<file path="src/rtl/axilite_pkg.sv">
// rtl/axilite_pkg.sv - shared AXI4-lite response codes, FSM state types and byte-merge helper
package axilite_pkg;

  localparam logic [1:0] RESP_OKAY   = 2'b00;
  localparam logic [1:0] RESP_SLVERR = 2'b10;
  localparam int         ADDR_LSB    = 2;

  typedef enum logic {R_IDLE, R_DATA} rd_state_e;
  typedef enum logic {W_IDLE, W_RESP} wr_state_e;

  // Replace only the byte lanes whose strobe bit is set.
  function automatic logic [31:0] wstrb_merge(input logic [31:0] old_data,
                                              input logic [31:0] new_data,
                                              input logic [3:0]  strb);
    logic [31:0] merged;
    merged = old_data;
    for (int b = 0; b < 4; b++) begin
      if (strb[b]) merged[8*b +: 8] = new_data[8*b +: 8];
    end
    return merged;
  endfunction

endpackage

</file>
<file path="src/rtl/axilite_reg_slave_if.sv">
// rtl/axilite_reg_slave_if.sv - AXI4-lite bus bundle with master/slave views
interface axilite_reg_slave_if;

  logic [31:0] awaddr;
  logic [2:0]  awprot;
  logic        awvalid;
  logic        awready;
  logic [31:0] wdata;
  logic [3:0]  wstrb;
  logic        wvalid;
  logic        wready;
  logic [1:0]  bresp;
  logic        bvalid;
  logic        bready;
  logic [31:0] araddr;
  logic [2:0]  arprot;
  logic        arvalid;
  logic        arready;
  logic [31:0] rdata;
  logic [1:0]  rresp;
  logic        rvalid;
  logic        rready;

  modport master (
    output awaddr, awprot, awvalid, wdata, wstrb, wvalid, bready,
           araddr, arprot, arvalid, rready,
    input  awready, wready, bresp, bvalid, arready, rdata, rresp, rvalid
  );

  modport slave (
    input  awaddr, awprot, awvalid, wdata, wstrb, wvalid, bready,
           araddr, arprot, arvalid, rready,
    output awready, wready, bresp, bvalid, arready, rdata, rresp, rvalid
  );

endinterface

</file>
<file path="src/rtl/axilite_reg_bank.sv">
// rtl/axilite_reg_bank.sv - register storage with byte-merge write port and read mux
module axilite_reg_bank import axilite_pkg::*; #(
  parameter int          NUM_REGS    = 16,
  parameter logic [63:0] RO_MASK     = 64'h0,
  parameter logic [31:0] RESET_VALUE = 32'h0,
  parameter int          IDX_W       = 4
) (
  input  logic                   clk,
  input  logic                   rst_n,
  input  logic                   we,
  input  logic [IDX_W-1:0]       widx,
  input  logic [31:0]            wdata,
  input  logic [3:0]             wstrb,
  input  logic [IDX_W-1:0]       ridx,
  output logic [31:0]            rdata,
  output logic [32*NUM_REGS-1:0] reg_ctrl,
  input  logic [32*NUM_REGS-1:0] reg_status
);

  logic [31:0] regs [NUM_REGS];

  for (genvar i = 0; i < NUM_REGS; i++) begin : g_reg
    if (RO_MASK[i]) begin : g_ro
      // Read-only slots hold no state; their control output stays at the reset value.
      assign regs[i] = RESET_VALUE;
    end else begin : g_rw
      logic [31:0] q;
      // Commit a byte-merged write when this slot is addressed.
      always_ff @(posedge clk or negedge rst_n) begin
        if (!rst_n) begin
          q <= RESET_VALUE;
        end else if (we && widx == IDX_W'(i)) begin
          q <= wstrb_merge(q, wdata, wstrb);
        end
      end
      assign regs[i] = q;
    end
    assign reg_ctrl[32*i +: 32] = regs[i];
  end

  // Read mux: RO slots return the live status input, RW slots the stored value.
  always_comb begin
    rdata = '0;
    for (int i = 0; i < NUM_REGS; i++) begin
      if (ridx == IDX_W'(i)) rdata = RO_MASK[i] ? reg_status[32*i +: 32] : regs[i];
    end
  end

endmodule

</file>
<file path="src/rtl/axilite_reg_slave.sv">
// rtl/axilite_reg_slave.sv - AXI4-lite register endpoint: write/read FSMs, holding regs, decode
module axilite_reg_slave import axilite_pkg::*; #(
  parameter int          NUM_REGS    = 16,
  parameter logic [63:0] RO_MASK     = 64'h0,
  parameter logic [31:0] RESET_VALUE = 32'h0
) (
  input  logic                   s_axi_aclk,
  input  logic                   s_axi_aresetn,
  axilite_reg_slave_if.slave     s_axi,
  output logic [32*NUM_REGS-1:0] reg_ctrl_o,
  input  logic [32*NUM_REGS-1:0] reg_status_i,
  output logic [NUM_REGS-1:0]    reg_wr_pulse_o
);

  localparam int IDX_W  = (NUM_REGS > 1) ? $clog2(NUM_REGS) : 1;
  localparam int UP_LSB = ADDR_LSB + IDX_W;

  wr_state_e wr_state, wr_next;
  rd_state_e rd_state, rd_next;

  logic        aw_held, w_held;
  logic [31:0] aw_addr_q;
  logic [31:0] w_data_q;
  logic [3:0]  w_strb_q;
  logic [1:0]  bresp_q, rresp_q;
  logic [31:0] rdata_q;
  logic [31:0] bank_rdata;
  logic        aw_hs, w_hs, b_hs, ar_hs, r_hs;
  logic        commit, wr_err, rd_err, bank_we;
  logic [IDX_W-1:0] wr_idx, rd_idx;

  // Address is bad if the index is past the last register or any bit above the index is set.
  function automatic logic addr_bad(input logic [31:ADDR_LSB] a);
    return (|a[31:UP_LSB]) || (32'(a[ADDR_LSB +: IDX_W]) >= 32'(NUM_REGS));
  endfunction

  assign aw_hs = s_axi.awvalid && s_axi.awready;
  assign w_hs  = s_axi.wvalid  && s_axi.wready;
  assign b_hs  = s_axi.bvalid  && s_axi.bready;
  assign ar_hs = s_axi.arvalid && s_axi.arready;
  assign r_hs  = s_axi.rvalid  && s_axi.rready;

  assign commit  = (wr_state == W_IDLE) && aw_held && w_held;
  assign wr_idx  = aw_addr_q[ADDR_LSB +: IDX_W];
  assign rd_idx  = s_axi.araddr[ADDR_LSB +: IDX_W];
  assign wr_err  = addr_bad(aw_addr_q[31:ADDR_LSB]) || RO_MASK[wr_idx];
  assign rd_err  = addr_bad(s_axi.araddr[31:ADDR_LSB]);
  assign bank_we = commit && !wr_err;

  logic unused_bits;
  assign unused_bits = ^{s_axi.awprot, s_axi.arprot, aw_addr_q[1:0], s_axi.araddr[1:0]};

  axilite_reg_bank #(
    .NUM_REGS    (NUM_REGS),
    .RO_MASK     (RO_MASK),
    .RESET_VALUE (RESET_VALUE),
    .IDX_W       (IDX_W)
  ) u_bank (
    .clk        (s_axi_aclk),
    .rst_n      (s_axi_aresetn),
    .we         (bank_we),
    .widx       (wr_idx),
    .wdata      (w_data_q),
    .wstrb      (w_strb_q),
    .ridx       (rd_idx),
    .rdata      (bank_rdata),
    .reg_ctrl   (reg_ctrl_o),
    .reg_status (reg_status_i)
  );

  // AW and W are captured independently; both holds clear together on the commit edge.
  always_ff @(posedge s_axi_aclk or negedge s_axi_aresetn) begin
    if (!s_axi_aresetn) begin
      aw_held   <= 1'b0;
      w_held    <= 1'b0;
      aw_addr_q <= '0;
      w_data_q  <= '0;
      w_strb_q  <= '0;
    end else if (commit) begin
      aw_held <= 1'b0;
      w_held  <= 1'b0;
    end else begin
      if (aw_hs) begin
        aw_held   <= 1'b1;
        aw_addr_q <= s_axi.awaddr;
      end
      if (w_hs) begin
        w_held   <= 1'b1;
        w_data_q <= s_axi.wdata;
        w_strb_q <= s_axi.wstrb;
      end
    end
  end

  // Write response code and per-register commit strobe, registered on the commit edge.
  always_ff @(posedge s_axi_aclk or negedge s_axi_aresetn) begin
    if (!s_axi_aresetn) begin
      bresp_q        <= RESP_OKAY;
      reg_wr_pulse_o <= '0;
    end else begin
      if (commit) bresp_q <= wr_err ? RESP_SLVERR : RESP_OKAY;
      for (int i = 0; i < NUM_REGS; i++) begin
        reg_wr_pulse_o[i] <= bank_we && (wr_idx == IDX_W'(i));
      end
    end
  end

  // Read data and response are sampled once at the AR handshake and held until R completes.
  always_ff @(posedge s_axi_aclk or negedge s_axi_aresetn) begin
    if (!s_axi_aresetn) begin
      rdata_q <= '0;
      rresp_q <= RESP_OKAY;
    end else if (ar_hs) begin
      rdata_q <= rd_err ? '0 : bank_rdata;
      rresp_q <= rd_err ? RESP_SLVERR : RESP_OKAY;
    end
  end

  // State registers for both FSMs.
  always_ff @(posedge s_axi_aclk or negedge s_axi_aresetn) begin
    if (!s_axi_aresetn) begin
      wr_state <= W_IDLE;
      rd_state <= R_IDLE;
    end else begin
      wr_state <= wr_next;
      rd_state <= rd_next;
    end
  end

  // Next-state logic: write leaves IDLE on commit, read on AR; each returns on its handshake.
  always_comb begin
    wr_next = wr_state;
    rd_next = rd_state;
    case (wr_state)
      W_IDLE:  if (commit) wr_next = W_RESP;
      W_RESP:  if (b_hs)   wr_next = W_IDLE;
      default: wr_next = W_IDLE;
    endcase
    case (rd_state)
      R_IDLE:  if (ar_hs) rd_next = R_DATA;
      R_DATA:  if (r_hs)  rd_next = R_IDLE;
      default: rd_next = R_IDLE;
    endcase
  end

  // Outputs come from registered state only, so no input reaches a ready or valid combinationally.
  always_comb begin
    s_axi.awready = (wr_state == W_IDLE) && !aw_held;
    s_axi.wready  = (wr_state == W_IDLE) && !w_held;
    s_axi.bvalid  = (wr_state == W_RESP);
    s_axi.bresp   = bresp_q;
    s_axi.arready = (rd_state == R_IDLE);
    s_axi.rvalid  = (rd_state == R_DATA);
    s_axi.rdata   = rdata_q;
    s_axi.rresp   = rresp_q;
  end

endmodule

</file>
<file path="src/flat_wrapper.sv">
// flat-port wrapper written by rule: the top's interface ports become plain ports
module axilite_reg_slave_flat import axilite_pkg::*;
#(
  parameter int          NUM_REGS    = 16,
  parameter logic [63:0] RO_MASK     = 64'h0,
  parameter logic [31:0] RESET_VALUE = 32'h0
)
  (s_axi_aclk, s_axi_aresetn, reg_ctrl_o, reg_status_i, reg_wr_pulse_o, s_axi_awaddr, s_axi_awprot, s_axi_awvalid, s_axi_wdata, s_axi_wstrb, s_axi_wvalid, s_axi_bready, s_axi_araddr, s_axi_arprot, s_axi_arvalid, s_axi_rready, s_axi_awready, s_axi_wready, s_axi_bresp, s_axi_bvalid, s_axi_arready, s_axi_rdata, s_axi_rresp, s_axi_rvalid);
  axilite_reg_slave_if s_axi_i ();
  input  logic s_axi_aclk;
  input  logic s_axi_aresetn;
  output logic [32*NUM_REGS-1:0] reg_ctrl_o;
  input  logic [32*NUM_REGS-1:0] reg_status_i;
  output logic [NUM_REGS-1:0] reg_wr_pulse_o;
  input wire logic [$bits(s_axi_i.awaddr)-1:0] s_axi_awaddr;
  input wire logic [$bits(s_axi_i.awprot)-1:0] s_axi_awprot;
  input wire logic [$bits(s_axi_i.awvalid)-1:0] s_axi_awvalid;
  input wire logic [$bits(s_axi_i.wdata)-1:0] s_axi_wdata;
  input wire logic [$bits(s_axi_i.wstrb)-1:0] s_axi_wstrb;
  input wire logic [$bits(s_axi_i.wvalid)-1:0] s_axi_wvalid;
  input wire logic [$bits(s_axi_i.bready)-1:0] s_axi_bready;
  input wire logic [$bits(s_axi_i.araddr)-1:0] s_axi_araddr;
  input wire logic [$bits(s_axi_i.arprot)-1:0] s_axi_arprot;
  input wire logic [$bits(s_axi_i.arvalid)-1:0] s_axi_arvalid;
  input wire logic [$bits(s_axi_i.rready)-1:0] s_axi_rready;
  output wire logic [$bits(s_axi_i.awready)-1:0] s_axi_awready;
  output wire logic [$bits(s_axi_i.wready)-1:0] s_axi_wready;
  output wire logic [$bits(s_axi_i.bresp)-1:0] s_axi_bresp;
  output wire logic [$bits(s_axi_i.bvalid)-1:0] s_axi_bvalid;
  output wire logic [$bits(s_axi_i.arready)-1:0] s_axi_arready;
  output wire logic [$bits(s_axi_i.rdata)-1:0] s_axi_rdata;
  output wire logic [$bits(s_axi_i.rresp)-1:0] s_axi_rresp;
  output wire logic [$bits(s_axi_i.rvalid)-1:0] s_axi_rvalid;
  assign s_axi_i.awaddr = s_axi_awaddr;
  assign s_axi_i.awprot = s_axi_awprot;
  assign s_axi_i.awvalid = s_axi_awvalid;
  assign s_axi_i.wdata = s_axi_wdata;
  assign s_axi_i.wstrb = s_axi_wstrb;
  assign s_axi_i.wvalid = s_axi_wvalid;
  assign s_axi_i.bready = s_axi_bready;
  assign s_axi_i.araddr = s_axi_araddr;
  assign s_axi_i.arprot = s_axi_arprot;
  assign s_axi_i.arvalid = s_axi_arvalid;
  assign s_axi_i.rready = s_axi_rready;
  assign s_axi_awready = s_axi_i.awready;
  assign s_axi_wready = s_axi_i.wready;
  assign s_axi_bresp = s_axi_i.bresp;
  assign s_axi_bvalid = s_axi_i.bvalid;
  assign s_axi_arready = s_axi_i.arready;
  assign s_axi_rdata = s_axi_i.rdata;
  assign s_axi_rresp = s_axi_i.rresp;
  assign s_axi_rvalid = s_axi_i.rvalid;
  axilite_reg_slave #(.NUM_REGS(NUM_REGS), .RO_MASK(RO_MASK), .RESET_VALUE(RESET_VALUE)) u_core (.s_axi_aclk(s_axi_aclk), .s_axi_aresetn(s_axi_aresetn), .s_axi(s_axi_i), .reg_ctrl_o(reg_ctrl_o), .reg_status_i(reg_status_i), .reg_wr_pulse_o(reg_wr_pulse_o));
endmodule
</file>
<file path="config.mk">
export PLATFORM = sky130hd
export DESIGN_NAME = axilite_reg_slave_flat
export DESIGN_NICKNAME = d
export VERILOG_FILES = /design/src/rtl/axilite_pkg.sv /design/src/rtl/axilite_reg_slave_if.sv /design/src/rtl/axilite_reg_bank.sv /design/src/rtl/axilite_reg_slave.sv /design/src/flat_wrapper.sv
export SDC_FILE = /design/constraint.sdc
export NUM_CORES = 1
export LEC_CHECK = 0
export BUFFER_PORTS_ARGS = -buffer_cell sky130_fd_sc_hd__buf_2
export CELL_PAD_IN_SITES_DETAIL_PLACEMENT = 0
export CELL_PAD_IN_SITES_GLOBAL_PLACEMENT = 2
export CORE_AREA = 2 2 460 462
export DETAILED_ROUTE_END_ITERATION = 8
export DIE_AREA = 0 0 462 464
export GPL_ROUTABILITY_DRIVEN = 0
export GPL_TIMING_DRIVEN = 1
export PLACE_DENSITY = 0.49
export SLEW_MARGIN = 10
export SYNTH_ARGS = -nofsm -noshare
export SYNTH_HDL_FRONTEND = slang
export SYNTH_SLANG_ARGS = --single-unit
</file>
<file path="constraint.sdc">
create_clock -name s_axi_aclk -period 2.5 [get_ports s_axi_aclk]
set_input_delay 0.5 -clock s_axi_aclk [delete_from_list [all_inputs] [get_ports s_axi_aclk]]
set_output_delay 0.5 -clock s_axi_aclk [all_outputs]
set_load 0.01 [all_outputs]
</file>
==> results of run 1 <==
## flip-flops by register name, indices dropped and copies added (netlist names)
name and cells:
u_core.aw_held 1, u_core.s_axi.bvalid 1, u_core.w_held 1, u_core.s_axi.rvalid 1, u_core.u_bank.g.g_rw.q 512, u_core.s_axi.rresp 1, u_core.w_data_q 32, u_core.w_strb_q 4
u_core.aw_addr_q 30, u_core.reg_wr_pulse_o 16, u_core.s_axi.bresp 1, u_core.s_axi.rdata 32
## per-stage QoR
step	setup WS [ns]	hold WS, ns	utilization, %	cell area, um^2
after floorplan	0.360	0.204	-	29000
after global placement	-0.420	0.368	18.7	39000
after detailed placement	-0.380	0.369	18.7	39000
after CTS	-0.0139	0.0163	20.4	42700
after global routing	-0.101	0.0391	20.5	42900
final	0.0244	0.0738	20.5	43000
## how the worst max path moves through the flow
stage | start | to | slack, ns | cells past startpoint
2_1_floorplan | u_core.s_axi.bvalid | u_core.u_bank.g_reg[15].g_rw.q[0] | 0.36 | 8
3_3_place_gp | s_axi_araddr[3] | u_core.s_axi.rdata[2] | -0.42 | 8
3_5_place_dp | s_axi_araddr[3] | u_core.s_axi.rdata[2] | -0.38 | 8
4_1_cts | u_core.aw_addr_q[20] | u_core.u_bank.g_reg[0].g_rw.q[28] | -0.01 | 8
5_1_grt | u_core.aw_addr_q[8] | u_core.u_bank.g_reg[2].g_rw.q[10] | -0.10 | 10
6_report | u_core.aw_addr_q[8] | u_core.u_bank.g_reg[2].g_rw.q[11] | 0.02 | 10
## power by group through the flow
stage          clock network [W]  logic (W)  registers [W]
2_1_floorplan                  0    0.00225         0.0115
3_3_place_gp                   0    0.00360         0.0129
3_5_place_dp                   0    0.00361         0.0129
4_1_cts                   0.0131    0.00374         0.0128
5_1_grt                   0.0134    0.00396         0.0130
6_report                  0.0126    0.00368         0.0128
## logic make-up after synthesis
family,Yosys count,synth area share (%)
flip-flops,632,54.5
other,1,0.0129
AND/OR/NAND/NOR,359,6.53
AO/OA/AOI/OAI,398,8.90
buffers and inverters,188,2.77
multiplexers,672,27.3
## Yosys cell counts, types with 19 or more instances
library cell	n
sky130_fd_sc_hd__nor2_1	86
sky130_fd_sc_hd__a221oi_1	32
sky130_fd_sc_hd__a21oi_1	114
sky130_fd_sc_hd__nand3_1	19
sky130_fd_sc_hd__mux2_2	606
sky130_fd_sc_hd__nand2_1	109
sky130_fd_sc_hd__clkbuf_1	94
sky130_fd_sc_hd__o21ai_0	90
sky130_fd_sc_hd__and3_1	22
sky130_fd_sc_hd__mux4_2	36
sky130_fd_sc_hd__and2_1	21
sky130_fd_sc_hd__buf_2	60
sky130_fd_sc_hd__dfrtp_1	632
sky130_fd_sc_hd__o221ai_1	28
sky130_fd_sc_hd__mux2i_1	30
sky130_fd_sc_hd__nand3_2	40
sky130_fd_sc_hd__o22ai_1	32
## final cells by class
class,instances,area [um^2],share of cell area (%)
clock buffers,127,2540,5.90
repair buffers,1072,8040,18.7
multi-input cells,1431,12700,29.6
well taps,2805,3510,8.17
clock inverters,24,265,0.617
diodes,17,42.5,0.0990
flip-flops and latches,632,15800,36.8
inverters,13,51.3,0.119
## layer usage
metal | up-vias | GRT usage (%) | routed length (um)
li1 | 10400 | - | -
met1 | 12700 | 21.0 | 78500
met2 | 844 | 28.4 | 89400
met3 | 237 | 4.88 | 12700
met4 | 4 | 7.49 | 8970
met5 | - | 0 | 21
## repair_timing
| action | CTS | global route |
|---|---|---|
| gates cloned | 2 | 1 |
| endpoints found under the setup margin | 330 | 266 |
| hold buffers | 68 | 0 |
| buffers inserted | 7 | 5 |
| hold endpoints to repair | 187 | 0 |
| gates resized for setup | 26 | 33 |
| pin swaps | 1 | 3 |
==> impl_metrics.prom, run 1 <==
# TYPE chip_impl_metric gauge
chip_impl_metric{name="dr.pass1.iters",unit=""} 6
chip_impl_metric{name="cts_made_buffers",unit=""} 85
chip_impl_metric{name="reg2regPathDepth",unit=""} 10
chip_impl_info{name="leading_area_contributor_after_synthesis",value="sky130_fd_sc_hd__dfrtp_1"} 1
chip_impl_metric{name="io_pins",unit=""} 1194
chip_impl_metric{name="ctsHtreeMaxLevel",unit=""} 3
chip_impl_info{name="criticalPathCategory",value="reg2reg"} 1
chip_impl_metric{name="report.final.hold_viol_count",unit=""} 0
chip_impl_metric{name="dp.cells",unit=""} 5871
chip_impl_metric{name="cts-root-to-sink-buffers",unit=""} 3
chip_impl_metric{name="final_antenna_net_count",unit=""} 0
chip_impl_metric{name="routed-via-count",unit=""} 24200
chip_impl_metric{name="detail_route.wirelength",unit="mm"} 190
chip_impl_metric{name="clkSlewWorstSetupHoldPaths",unit="ns"} 0.06
chip_impl_metric{name="comb_power_share",unit="%"} 12.7
chip_impl_metric{name="coreArea",unit="um^2"} 209000
chip_impl_metric{name="overflow",unit=""} 0
chip_impl_metric{name="drt-initial-drc-count",unit=""} 1275
chip_impl_metric{name="place.detailed.hpwl",unit="mm"} 146
chip_impl_metric{name="flow.area_growth_from_synthesis",unit="%"} 48.0
chip_impl_metric{name="fp.dieH",unit="um"} 464
chip_impl_info{name="cts_root_buf",value="sky130_fd_sc_hd__clkbuf_16"} 1
chip_impl_metric{name="io_buffer_count",unit=""} 669
chip_impl_metric{name="floorplan.initialDensity",unit="%"} 13.9
chip_impl_info{name="cts_tree",value="done"} 1
chip_impl_info{name="path_cells",value="nor4_2 > nand4_1 > buf_6 > buf_6 > nor4_4 > buf_6 > buf_12 > nand3_4 > buf_12 > mux2_2"} 1
chip_impl_metric{name="async_reset_ff_share",unit="%"} 100
chip_impl_metric{name="critical_path.n_buffers_inverters",unit=""} 5
chip_impl_metric{name="power_frac_clock",unit="%"} 43.3
chip_impl_info{name="worstHoldStart",value="s_axi_wdata[9]"} 1
chip_impl_info{name="timing.hold.worst_endpoint",value="u_core.w_data_q[9]"} 1
chip_impl_metric{name="first_global_vias",unit=""} 25500
chip_impl_info{name="rsz0062_at_grt",value="yes"} 1
chip_impl_metric{name="synth_cells",unit=""} 2250
chip_impl_info{name="synth_top_cells_by_area",value="sky130_fd_sc_hd__dfrtp_1 (54%), sky130_fd_sc_hd__mux2_2 (23%), sky130_fd_sc_hd__mux4_2 (2.8%)"} 1
chip_impl_metric{name="layout.cells.non_filler",unit=""} 6121
chip_impl_metric{name="ys_seq_area_share",unit="%"} 54.5
chip_impl_info{name="hold_class",value="in2reg"} 1
chip_impl_info{name="layout.cells.most_common_list",value="sky130_fd_sc_hd__buf_2 (664), sky130_fd_sc_hd__dfrtp_1 (631), sky130_fd_sc_hd__mux2_2 (606)"} 1
chip_impl_metric{name="final.setup_skew",unit="ns"} 0.0322
chip_impl_metric{name="num_rows",unit=""} 168
chip_impl_metric{name="post_route_cells_drive_above_1_share",unit="%"} 56.7
chip_impl_metric{name="die-area",unit="um^2"} 214000
chip_impl_metric{name="hold-path-cell-count",unit=""} 2
chip_impl_metric{name="post_synth_instance_area",unit="um^2"} 29000
chip_impl_metric{name="post_synth_num_cell_types",unit=""} 57
chip_impl_info{name="crit_family",value="buffers and inverters"} 1
chip_impl_metric{name="netSwitchingPower",unit="W"} 0.00931
chip_impl_metric{name="setup.reg_to_reg.worst_slack",unit="ns"} 0.02
chip_impl_metric{name="cpPeakStageDelay",unit="ns"} 0.40
chip_impl_metric{name="swShare",unit="%"} 32.1
chip_impl_metric{name="finalWorstPathRequiredPeriod",unit="ns"} 2.48
chip_impl_metric{name="worst_ir_drop_vdd",unit="mV"} 0.543
chip_impl_info{name="dominantRegCellSynth",value="sky130_fd_sc_hd__dfrtp_1"} 1
chip_impl_metric{name="grt_antenna_before_repair",unit=""} 24
chip_impl_metric{name="fillerInstances",unit=""} 23000
chip_impl_metric{name="grtUsageTotal",unit="%"} 17.3
chip_impl_metric{name="yosys_warnings",unit=""} 0
chip_impl_info{name="critical-path-top-cell-by-count",value="sky130_fd_sc_hd__buf_6"} 1
chip_impl_metric{name="clock-sinks",unit=""} 632
chip_impl_metric{name="ys_seq_elements",unit=""} 632
chip_impl_metric{name="fp.dieW",unit="um"} 462
chip_impl_metric{name="cp.arrival",unit="ns"} 3.08
chip_impl_metric{name="relSlewSlack",unit="%"} 45.0
chip_impl_info{name="worst_r2r_endpoint",value="u_core.u_bank.g_reg[2].g_rw.q[11]"} 1
chip_impl_metric{name="synth.avg_cell_area",unit="um^2"} 12.9
chip_impl_metric{name="grt_first_pass_wirelength",unit="mm"} 248
chip_impl_metric{name="fmax",unit="MHz"} 404
chip_impl_metric{name="power.total",unit="W"} 0.0290
chip_impl_info{name="end_kind",value="register"} 1
chip_impl_metric{name="final_min_period_over_clock_period",unit="%"} 99.0
chip_impl_metric{name="nets",unit=""} 3860
chip_impl_metric{name="worst_pin_slew",unit="ns"} 0.824
chip_impl_metric{name="p_leak",unit="nW"} 21.2
chip_impl_info{name="crit_path_start_kind",value="register"} 1
chip_impl_metric{name="internal_cell_power",unit="W"} 0.0197
chip_impl_metric{name="vias_per_cell",unit=""} 3.96
chip_impl_metric{name="synth_top_cell_area_share",unit="%"} 54.5
chip_impl_metric{name="timing_max_transition_violations_final",unit=""} 0
chip_impl_info{name="cp_slowest_cell",value="sky130_fd_sc_hd__dfrtp_1"} 1
chip_impl_metric{name="maximum_number_of_pins_on_one_net_before_global_route_repair",unit=""} 89
chip_impl_info{name="layout.cells.most_common",value="sky130_fd_sc_hd__buf_2"} 1
chip_impl_info{name="r2r-start",value="u_core.aw_addr_q[8]"} 1
chip_impl_info{name="outcome",value="completed"} 1
chip_impl_metric{name="timing.critical_path.required",unit="ns"} 3.10
chip_impl_metric{name="crit_fanout",unit=""} 8
chip_impl_metric{name="finalSetupViolations",unit=""} 0
chip_impl_metric{name="post-route-drc-count",unit=""} 0
chip_impl_metric{name="maxCapViolCount",unit=""} 0
chip_impl_metric{name="pwr_density_cell",unit="nW/um^2"} 676
chip_impl_metric{name="number_of_synthesized_flops_with_an_enable_pin",unit=""} 0
chip_impl_metric{name="clk-insertion-delay-late",unit="ns"} 0.74
chip_impl_metric{name="drt-wirelength-per-cell",unit="um"} 31.0
chip_impl_metric{name="power.sequential.fraction",unit="%"} 44.0
chip_impl_metric{name="totalNegativeSetupSlack",unit="ns"} 0
Power figures use the tool's default switching activity.
==> run 2: changes to the inputs <==
- CORE_AREA: 2 2 460 462 -> 2 2 471 473
- DIE_AREA: 0 0 462 464 -> 0 0 473 475
- PLACE_DENSITY: 0.49 -> 0.39
- clock period: 2.5 -> 2.1 ns (I/O delays scaled with it)
==> impl_metrics.prom, run 2 (synthesis results as in run 1) <==
# TYPE chip_impl_metric gauge
chip_impl_info{name="cp_slowest_cell",value="sky130_fd_sc_hd__dfrtp_1"} 1
chip_impl_metric{name="p_leak",unit="nW"} 21.8
chip_impl_metric{name="nets",unit=""} 3939
chip_impl_metric{name="grt_antenna_before_repair",unit=""} 29
chip_impl_metric{name="finalWorstPathRequiredPeriod",unit="ns"} 2.58
chip_impl_metric{name="post-route-worst-setup-slack",unit="ns"} -0.477
chip_impl_info{name="cts_tree",value="done"} 1
chip_impl_metric{name="die-area",unit="um^2"} 225000
chip_impl_metric{name="final.setup_skew",unit="ns"} 0.0453
chip_impl_metric{name="grt_first_pass_wirelength",unit="mm"} 262
chip_impl_metric{name="clk-insertion-delay-late",unit="ns"} 0.74
chip_impl_metric{name="timing_max_transition_violations_final",unit=""} 0
chip_impl_metric{name="holdWs",unit="ns"} 0.167
chip_impl_info{name="failed_checks",value="setup timing"} 1
chip_impl_metric{name="netSwitchingPower",unit="W"} 0.0119
chip_impl_metric{name="first_global_vias",unit=""} 25700
chip_impl_metric{name="finalSetupViolations",unit=""} 520
chip_impl_metric{name="power_frac_clock",unit="%"} 44.2
chip_impl_metric{name="io_pins",unit=""} 1194
chip_impl_metric{name="crit_fanout",unit=""} 8
chip_impl_metric{name="critical_path.n_buffers_inverters",unit=""} 5
chip_impl_metric{name="io_buffer_count",unit=""} 669
chip_impl_info{name="end_kind",value="register"} 1
chip_impl_info{name="crit_path_start_kind",value="register"} 1
chip_impl_metric{name="swShare",unit="%"} 32.8
chip_impl_metric{name="detail_route.wirelength",unit="mm"} 202
chip_impl_info{name="layout.cells.most_common_list",value="sky130_fd_sc_hd__buf_2 (664), sky130_fd_sc_hd__dfrtp_1 (632), sky130_fd_sc_hd__mux2_2 (606)"} 1
chip_impl_metric{name="cts_made_buffers",unit=""} 91
chip_impl_metric{name="cpPeakStageDelay",unit="ns"} 0.39
chip_impl_metric{name="post_route_cells_drive_above_1_share",unit="%"} 57.6
chip_impl_metric{name="post-route-drc-count",unit=""} 0
chip_impl_info{name="hold_class",value="in2async"} 1
chip_impl_metric{name="num_rows",unit=""} 172
chip_impl_metric{name="dp.cells",unit=""} 6008
chip_impl_metric{name="timing.critical_path.required",unit="ns"} 2.71
chip_impl_info{name="path_cells",value="nor4_2 > buf_4 > nand4_1 > buf_4 > nor4_4 > buf_6 > buf_12 > nand3_4 > buf_12 > mux2_2"} 1
chip_impl_metric{name="final_min_period_over_clock_period",unit="%"} 123
chip_impl_metric{name="dr.pass1.iters",unit=""} 5
chip_impl_metric{name="vias_per_cell",unit=""} 3.89
chip_impl_info{name="cts_root_buf",value="sky130_fd_sc_hd__clkbuf_16"} 1
chip_impl_metric{name="drt-wirelength-per-cell",unit="um"} 32.2
chip_impl_metric{name="final_antenna_net_count",unit=""} 0
chip_impl_metric{name="coreArea",unit="um^2"} 219000
chip_impl_metric{name="cp.arrival",unit="ns"} 3.19
chip_impl_metric{name="largest_register_ff_count",unit=""} 512
chip_impl_metric{name="dpl_cell_area",unit="um^2"} 39700
chip_impl_metric{name="layout.cells.non_filler",unit=""} 6268
chip_impl_metric{name="fillerInstances",unit=""} 24000
chip_impl_metric{name="place_worst_setup_slack",unit="ns"} -0.588
chip_impl_metric{name="fmax",unit="MHz"} 388
chip_impl_metric{name="clock-sinks",unit=""} 632
chip_impl_metric{name="maximum_number_of_pins_on_one_net_before_global_route_repair",unit=""} 80
chip_impl_metric{name="overflow",unit=""} 0
chip_impl_metric{name="maxCapViolCount",unit=""} 0
chip_impl_metric{name="routed-via-count",unit=""} 24400
chip_impl_metric{name="floorplan.initialDensity",unit="%"} 13.3
chip_impl_metric{name="comb_power_share",unit="%"} 13.9
chip_impl_metric{name="place.detailed.hpwl",unit="mm"} 156
chip_impl_metric{name="fp.dieW",unit="um"} 473
chip_impl_metric{name="power.sequential.fraction",unit="%"} 41.9
chip_impl_metric{name="ctsHtreeMaxLevel",unit=""} 3
chip_impl_metric{name="worst_ir_drop_vdd",unit="mV"} 0.613
chip_impl_metric{name="clkSlewWorstSetupHoldPaths",unit="ns"} 0.06
chip_impl_metric{name="totalNegativeSetupSlack",unit="ns"} -169.99
chip_impl_metric{name="relSlewSlack",unit="%"} 35.3
chip_impl_metric{name="report.final.hold_viol_count",unit=""} 0
chip_impl_metric{name="worst_pin_slew",unit="ns"} 0.969
chip_impl_metric{name="internal_cell_power",unit="W"} 0.0245
chip_impl_info{name="outcome",value="finished with violations"} 1
chip_impl_metric{name="flow.area_growth_from_synthesis",unit="%"} 52.5
chip_impl_info{name="largest_register_by_flop_count",value="u_core.u_bank.g.g_rw.q"} 1
chip_impl_metric{name="pwr_density_cell",unit="nW/um^2"} 821
chip_impl_metric{name="drt-initial-drc-count",unit=""} 1420
chip_impl_metric{name="grtUsageTotal",unit="%"} 17.6
chip_impl_metric{name="design_area",unit="um^2"} 44300
chip_impl_metric{name="cts-root-to-sink-buffers",unit=""} 3
chip_impl_info{name="rsz0062_at_grt",value="yes"} 1
chip_impl_info{name="crit_family",value="buffers and inverters"} 1
chip_impl_metric{name="fp.dieH",unit="um"} 475
chip_impl_info{name="criticalPathCategory",value="reg2reg"} 1
chip_impl_info{name="layout.cells.most_common",value="sky130_fd_sc_hd__buf_2"} 1
## run 2: cell count changes in the layout (fill, tap and decap cells not counted), moves of 4 or more
| cell | change |
|---|---|
| sky130_fd_sc_hd__and3_1 | +6 |
| sky130_fd_sc_hd__and3_4 | -5 |
| sky130_fd_sc_hd__buf_12 | +14 |
| sky130_fd_sc_hd__buf_4 | +40 |
| sky130_fd_sc_hd__buf_6 | +9 |
| sky130_fd_sc_hd__buf_8 | +6 |
| sky130_fd_sc_hd__bufinv_16 | +4 |
| sky130_fd_sc_hd__clkbuf_8 | -5 |
| sky130_fd_sc_hd__nand2_1 | -4 |
| sky130_fd_sc_hd__nand2_8 | +5 |
| sky130_fd_sc_hd__nand3_2 | -13 |
| sky130_fd_sc_hd__nand3_4 | +13 |
## run 2: per-stage QoR
step / total power [W] / utilization (%)
2_1_floorplan: 0.0163 / -
3_3_place_gp: 0.0204 / 18.1
3_5_place_dp: 0.0204 / 18.1
4_1_cts: 0.0372 / 20.2
5_1_grt: 0.0380 / 20.2
6_report: 0.0364 / 20.2
## run 2: final timing paths
kind,from,to,slack [ns],depth (start not counted)
max in group asynchronous,s_axi_aresetn,u_core.u_bank.g_reg[0].g_rw.q[31],0.98,4
min in group s_axi_aclk,s_axi_arvalid,u_core.s_axi.rdata[30],0.31,5
worst min-delay path,s_axi_aresetn,u_core.u_bank.g_reg[9].g_rw.q[26],0.17,2
worst max register to register,u_core.aw_addr_q[30],u_core.u_bank.g_reg[0].g_rw.q[8],-0.48,10
worst min register to register,u_core.s_axi.rdata[2],u_core.s_axi.rdata[2],0.49,2
worst max-delay path,u_core.aw_addr_q[30],u_core.u_bank.g_reg[0].g_rw.q[8],-0.48,10
## run 2: power by group through the flow
| stage | logic, W | registers, W | clock network, W |
|---|---|---|---|
| finish | 0.00506 | 0.0152 | 0.0161 |
| detailed placement | 0.00486 | 0.0155 | 0 |
| floorplan | 0.00268 | 0.0137 | 0 |
| global route | 0.00544 | 0.0155 | 0.0171 |
| global placement | 0.00486 | 0.0155 | 0 |
| CTS | 0.00521 | 0.0153 | 0.0167 |
## run 2: final cells by class
type	instances	area, um^2	share of cell area, %
Sequential cell	632	15800	35.7
Multi-Input combinational cell	1431	12900	29.1
Timing Repair Buffer	1145	8880	20.1
Tap cell	2871	3590	8.11
Clock buffer	130	2590	5.86
Clock inverter	31	425	0.961
Inverter	13	51.3	0.116
Antenna cell	15	37.5	0.0848
## run 2: timing repair
item                                    CTS  global route
gates cloned                              4             0
endpoints found under the hold margin   215             0
buffers inserted                         10             0
hold buffers                             71             0
resized for setup                       113            15
endpoints found under the setup margin  539           532
pin swaps                                 6             5
## run 2: metal layers
| metal | share of wire (%) | vias to the layer above | GRT usage (%) |
|---|---|---|---|
| li1 | - | 10600 | - |
| met1 | 45 | 12800 | 23.0 |
| met2 | 45 | 795 | 27.8 |
| met3 | 6.7 | 192 | 5.08 |
| met4 | 3.4 | 10 | 5.57 |
| met5 | 0.032 | - | 0 |
==> run 3: changes to the inputs <==
- CORE_AREA: 2 2 471 473 -> 5 5 460 462
- DIE_AREA: 0 0 473 475 -> 0 0 465 467
- PLACE_DENSITY: 0.39 -> 0.41
==> impl_metrics.prom, run 3 (synthesis results as in run 1) <==
# TYPE chip_impl_metric gauge
chip_impl_info{name="outcome",value="finished with violations"} 1
chip_impl_info{name="failed_checks",value="setup timing"} 1
chip_impl_info{name="timing.hold.worst_endpoint",value="u_core.s_axi.rvalid"} 1
chip_impl_metric{name="timing.critical_path.required",unit="ns"} 2.67
chip_impl_metric{name="post_route_cells_drive_above_1_share",unit="%"} 57.8
chip_impl_metric{name="internal_cell_power",unit="W"} 0.0248
chip_impl_info{name="hold_class",value="in2reg"} 1
chip_impl_metric{name="grtUsageTotal",unit="%"} 17.7
chip_impl_info{name="largest_register_by_flop_count",value="u_core.u_bank.g.g_rw.q"} 1
chip_impl_info{name="path_cells",value="nor4_2 > buf_4 > nand4_1 > buf_4 > nor4b_4 > buf_12 > nand3_2 > buf_6 > mux2_2"} 1
chip_impl_metric{name="drt-initial-drc-count",unit=""} 1540
chip_impl_metric{name="detail_route.wirelength",unit="mm"} 198
chip_impl_metric{name="dr.pass1.iters",unit=""} 5
chip_impl_metric{name="dpl_cell_area",unit="um^2"} 39600
chip_impl_metric{name="power.sequential.fraction",unit="%"} 41.6
chip_impl_info{name="crit_path_start_kind",value="register"} 1
chip_impl_metric{name="io_pins",unit=""} 1194
chip_impl_metric{name="worst_ir_drop_vdd",unit="mV"} 0.705
chip_impl_info{name="critical-path-top-cell-by-count",value="sky130_fd_sc_hd__buf_4"} 1
chip_impl_metric{name="power_frac_clock",unit="%"} 44.9
chip_impl_info{name="r2r-start",value="u_core.aw_addr_q[10]"} 1
chip_impl_metric{name="fp.dieW",unit="um"} 465
chip_impl_metric{name="cts-root-to-sink-buffers",unit=""} 3
chip_impl_metric{name="post-route-worst-setup-slack",unit="ns"} -0.450
chip_impl_metric{name="die-area",unit="um^2"} 217000
chip_impl_metric{name="pwr_density_cell",unit="nW/um^2"} 830
chip_impl_metric{name="routed-via-count",unit=""} 24600
chip_impl_metric{name="swShare",unit="%"} 31.7
chip_impl_info{name="cp_slowest_cell",value="sky130_fd_sc_hd__dfrtp_1"} 1
chip_impl_metric{name="timing_max_transition_violations_final",unit=""} 0
chip_impl_metric{name="largest_register_ff_count",unit=""} 512
chip_impl_metric{name="comb_power_share",unit="%"} 13.6
chip_impl_metric{name="postLayoutCoreUtil",unit="%"} 21.2
chip_impl_metric{name="critical_path.n_buffers_inverters",unit=""} 4
chip_impl_metric{name="flow.area_growth_from_synthesis",unit="%"} 51.0
chip_impl_metric{name="power.total",unit="W"} 0.0364
chip_impl_metric{name="grt_antenna_before_repair",unit=""} 25
chip_impl_metric{name="report.final.hold_viol_count",unit=""} 0
chip_impl_metric{name="crit_fanout",unit=""} 17
chip_impl_info{name="layout.cells.most_common_list",value="sky130_fd_sc_hd__buf_2 (664), sky130_fd_sc_hd__dfrtp_1 (632), sky130_fd_sc_hd__mux2_2 (596)"} 1
chip_impl_metric{name="fp.dieH",unit="um"} 467
chip_impl_info{name="criticalPathCategory",value="reg2reg"} 1
chip_impl_metric{name="setup.reg_to_reg.worst_slack",unit="ns"} -0.45
chip_impl_info{name="end_kind",value="register"} 1
chip_impl_metric{name="worst_pin_slew",unit="ns"} 0.915
chip_impl_info{name="cts_tree",value="done"} 1
chip_impl_metric{name="finalSetupViolations",unit=""} 527
chip_impl_metric{name="finalWorstPathRequiredPeriod",unit="ns"} 2.55
chip_impl_metric{name="final_antenna_net_count",unit=""} 0
chip_impl_info{name="crit_family",value="simple AND/OR/NAND/NOR gates"} 1
chip_impl_info{name="worstHoldStart",value="s_axi_arvalid"} 1
chip_impl_metric{name="place_worst_setup_slack",unit="ns"} -0.594
chip_impl_metric{name="drt-wirelength-per-cell",unit="um"} 32.6
chip_impl_metric{name="final.setup_skew",unit="ns"} 0.0508
chip_impl_metric{name="nets",unit=""} 3937
chip_impl_info{name="rsz0062_at_grt",value="yes"} 1
chip_impl_metric{name="coreArea",unit="um^2"} 207000
chip_impl_metric{name="design_area",unit="um^2"} 43800
chip_impl_metric{name="place.detailed.hpwl",unit="mm"} 153
chip_impl_metric{name="reg2regPathDepth",unit=""} 9
chip_impl_metric{name="maximum_number_of_pins_on_one_net_before_global_route_repair",unit=""} 66
chip_impl_metric{name="clock-sinks",unit=""} 632
chip_impl_metric{name="ctsHtreeMaxLevel",unit=""} 3
chip_impl_metric{name="vias_per_cell",unit=""} 4.04
chip_impl_metric{name="maxCapViolCount",unit=""} 0
chip_impl_metric{name="post-route-drc-count",unit=""} 0
chip_impl_metric{name="cp.arrival",unit="ns"} 3.12
chip_impl_metric{name="grt_first_pass_wirelength",unit="mm"} 259
chip_impl_metric{name="relSlewSlack",unit="%"} 38.7
chip_impl_metric{name="num_rows",unit=""} 167
chip_impl_metric{name="cpPeakStageDelay",unit="ns"} 0.39
chip_impl_metric{name="clkSlewWorstSetupHoldPaths",unit="ns"} 0.06
chip_impl_metric{name="overflow",unit=""} 0
chip_impl_metric{name="floorplan.initialDensity",unit="%"} 14.1
chip_impl_metric{name="p_leak",unit="nW"} 21.8
chip_impl_info{name="worst_r2r_endpoint",value="u_core.u_bank.g_reg[8].g_rw.q[31]"} 1
chip_impl_metric{name="netSwitchingPower",unit="W"} 0.0115
chip_impl_metric{name="cts_made_buffers",unit=""} 90
chip_impl_info{name="layout.cells.most_common",value="sky130_fd_sc_hd__buf_2"} 1
chip_impl_metric{name="hold-path-cell-count",unit=""} 5
chip_impl_metric{name="first_global_vias",unit=""} 25900
chip_impl_metric{name="clk-insertion-delay-late",unit="ns"} 0.73
chip_impl_info{name="cts_root_buf",value="sky130_fd_sc_hd__clkbuf_16"} 1
chip_impl_metric{name="io_buffer_count",unit=""} 669
chip_impl_metric{name="final_min_period_over_clock_period",unit="%"} 121
chip_impl_metric{name="worst-path-stages",unit=""} 9
chip_impl_metric{name="fmax",unit="MHz"} 392
==> run 3: layout make-up <==
class,count,area (um^2)
antenna,8,20.0
clock buffer,136,2750
clock inverter,24,364
fill,22500,163000
inverter,13,51.3
multi-input combinational,1431,12800
sequential,632,15800
tap,2704,3380
timing repair buffer,1144,8670
==> run 3: worst min-delay path, delay by kind of cell <==
family | cells | cell delay [ns]
AO/OA/AOI/OAI | 1 | 0.08
buffers and inverters | 3 | 0.36
AND/OR/NAND/NOR | 1 | 0.07
==> run 3: metal layers <==
metal / track usage, % / up-vias / share of wire (%)
met5: 0 / - / 0.043
met4: 5.54 / 14 / 3.5
met3: 6.10 / 214 / 8.0
met2: 28.3 / 859 / 45
met1: 22.6 / 13000 / 43
li1: - / 10500 / -
==> run 3: how the worst max path moves through the flow <==
stage,start,end
after global placement,u_core.aw_addr_q[29],u_core.u_bank.g_reg[1].g_rw.q[25]
after detailed placement,u_core.aw_addr_q[29],u_core.u_bank.g_reg[1].g_rw.q[24]
after floorplan,u_core.s_axi.bvalid,u_core.u_bank.g_reg[13].g_rw.q[0]
after global routing,u_core.aw_addr_q[21],u_core.u_bank.g_reg[0].g_rw.q[0]
after CTS,u_core.aw_addr_q[10],u_core.u_bank.g_reg[1].g_rw.q[28]
final,u_core.aw_addr_q[10],u_core.u_bank.g_reg[8].g_rw.q[31]
==> run 3: metrics by stage <==
step | setup TNS (ns) | hold WS [ns] | cells
after floorplan | 0 | 0.124 | 2251
after global placement | -260.80 | 0.437 | 5844
after detailed placement | -230.89 | 0.445 | 5844
after CTS | -216.99 | 0.179 | 6084
after global routing | -252.87 | 0.211 | 6086
final | -185.47 | 0.267 | 6092
==> run 3: power by group through the flow <==
stage | sequential [W] | combinational (W) | clock, W
floorplan | 0.0137 | 0.00268 | 0
global placement | 0.0154 | 0.00480 | 0
detailed placement | 0.0154 | 0.00481 | 0
CTS | 0.0152 | 0.00503 | 0.0169
global route | 0.0153 | 0.00529 | 0.0173
finish | 0.0151 | 0.00493 | 0.0163
==> run 3: repair_timing <==
item / in CTS / in global routing
hold buffers: 71 / 0
setup endpoints to repair: 532 / 545
pin swaps: 2 / 3
resized for setup: 37 / 43
endpoints found under the hold margin: 90 / 0
gates cloned: 2 / 0
buffers inserted: 7 / 1
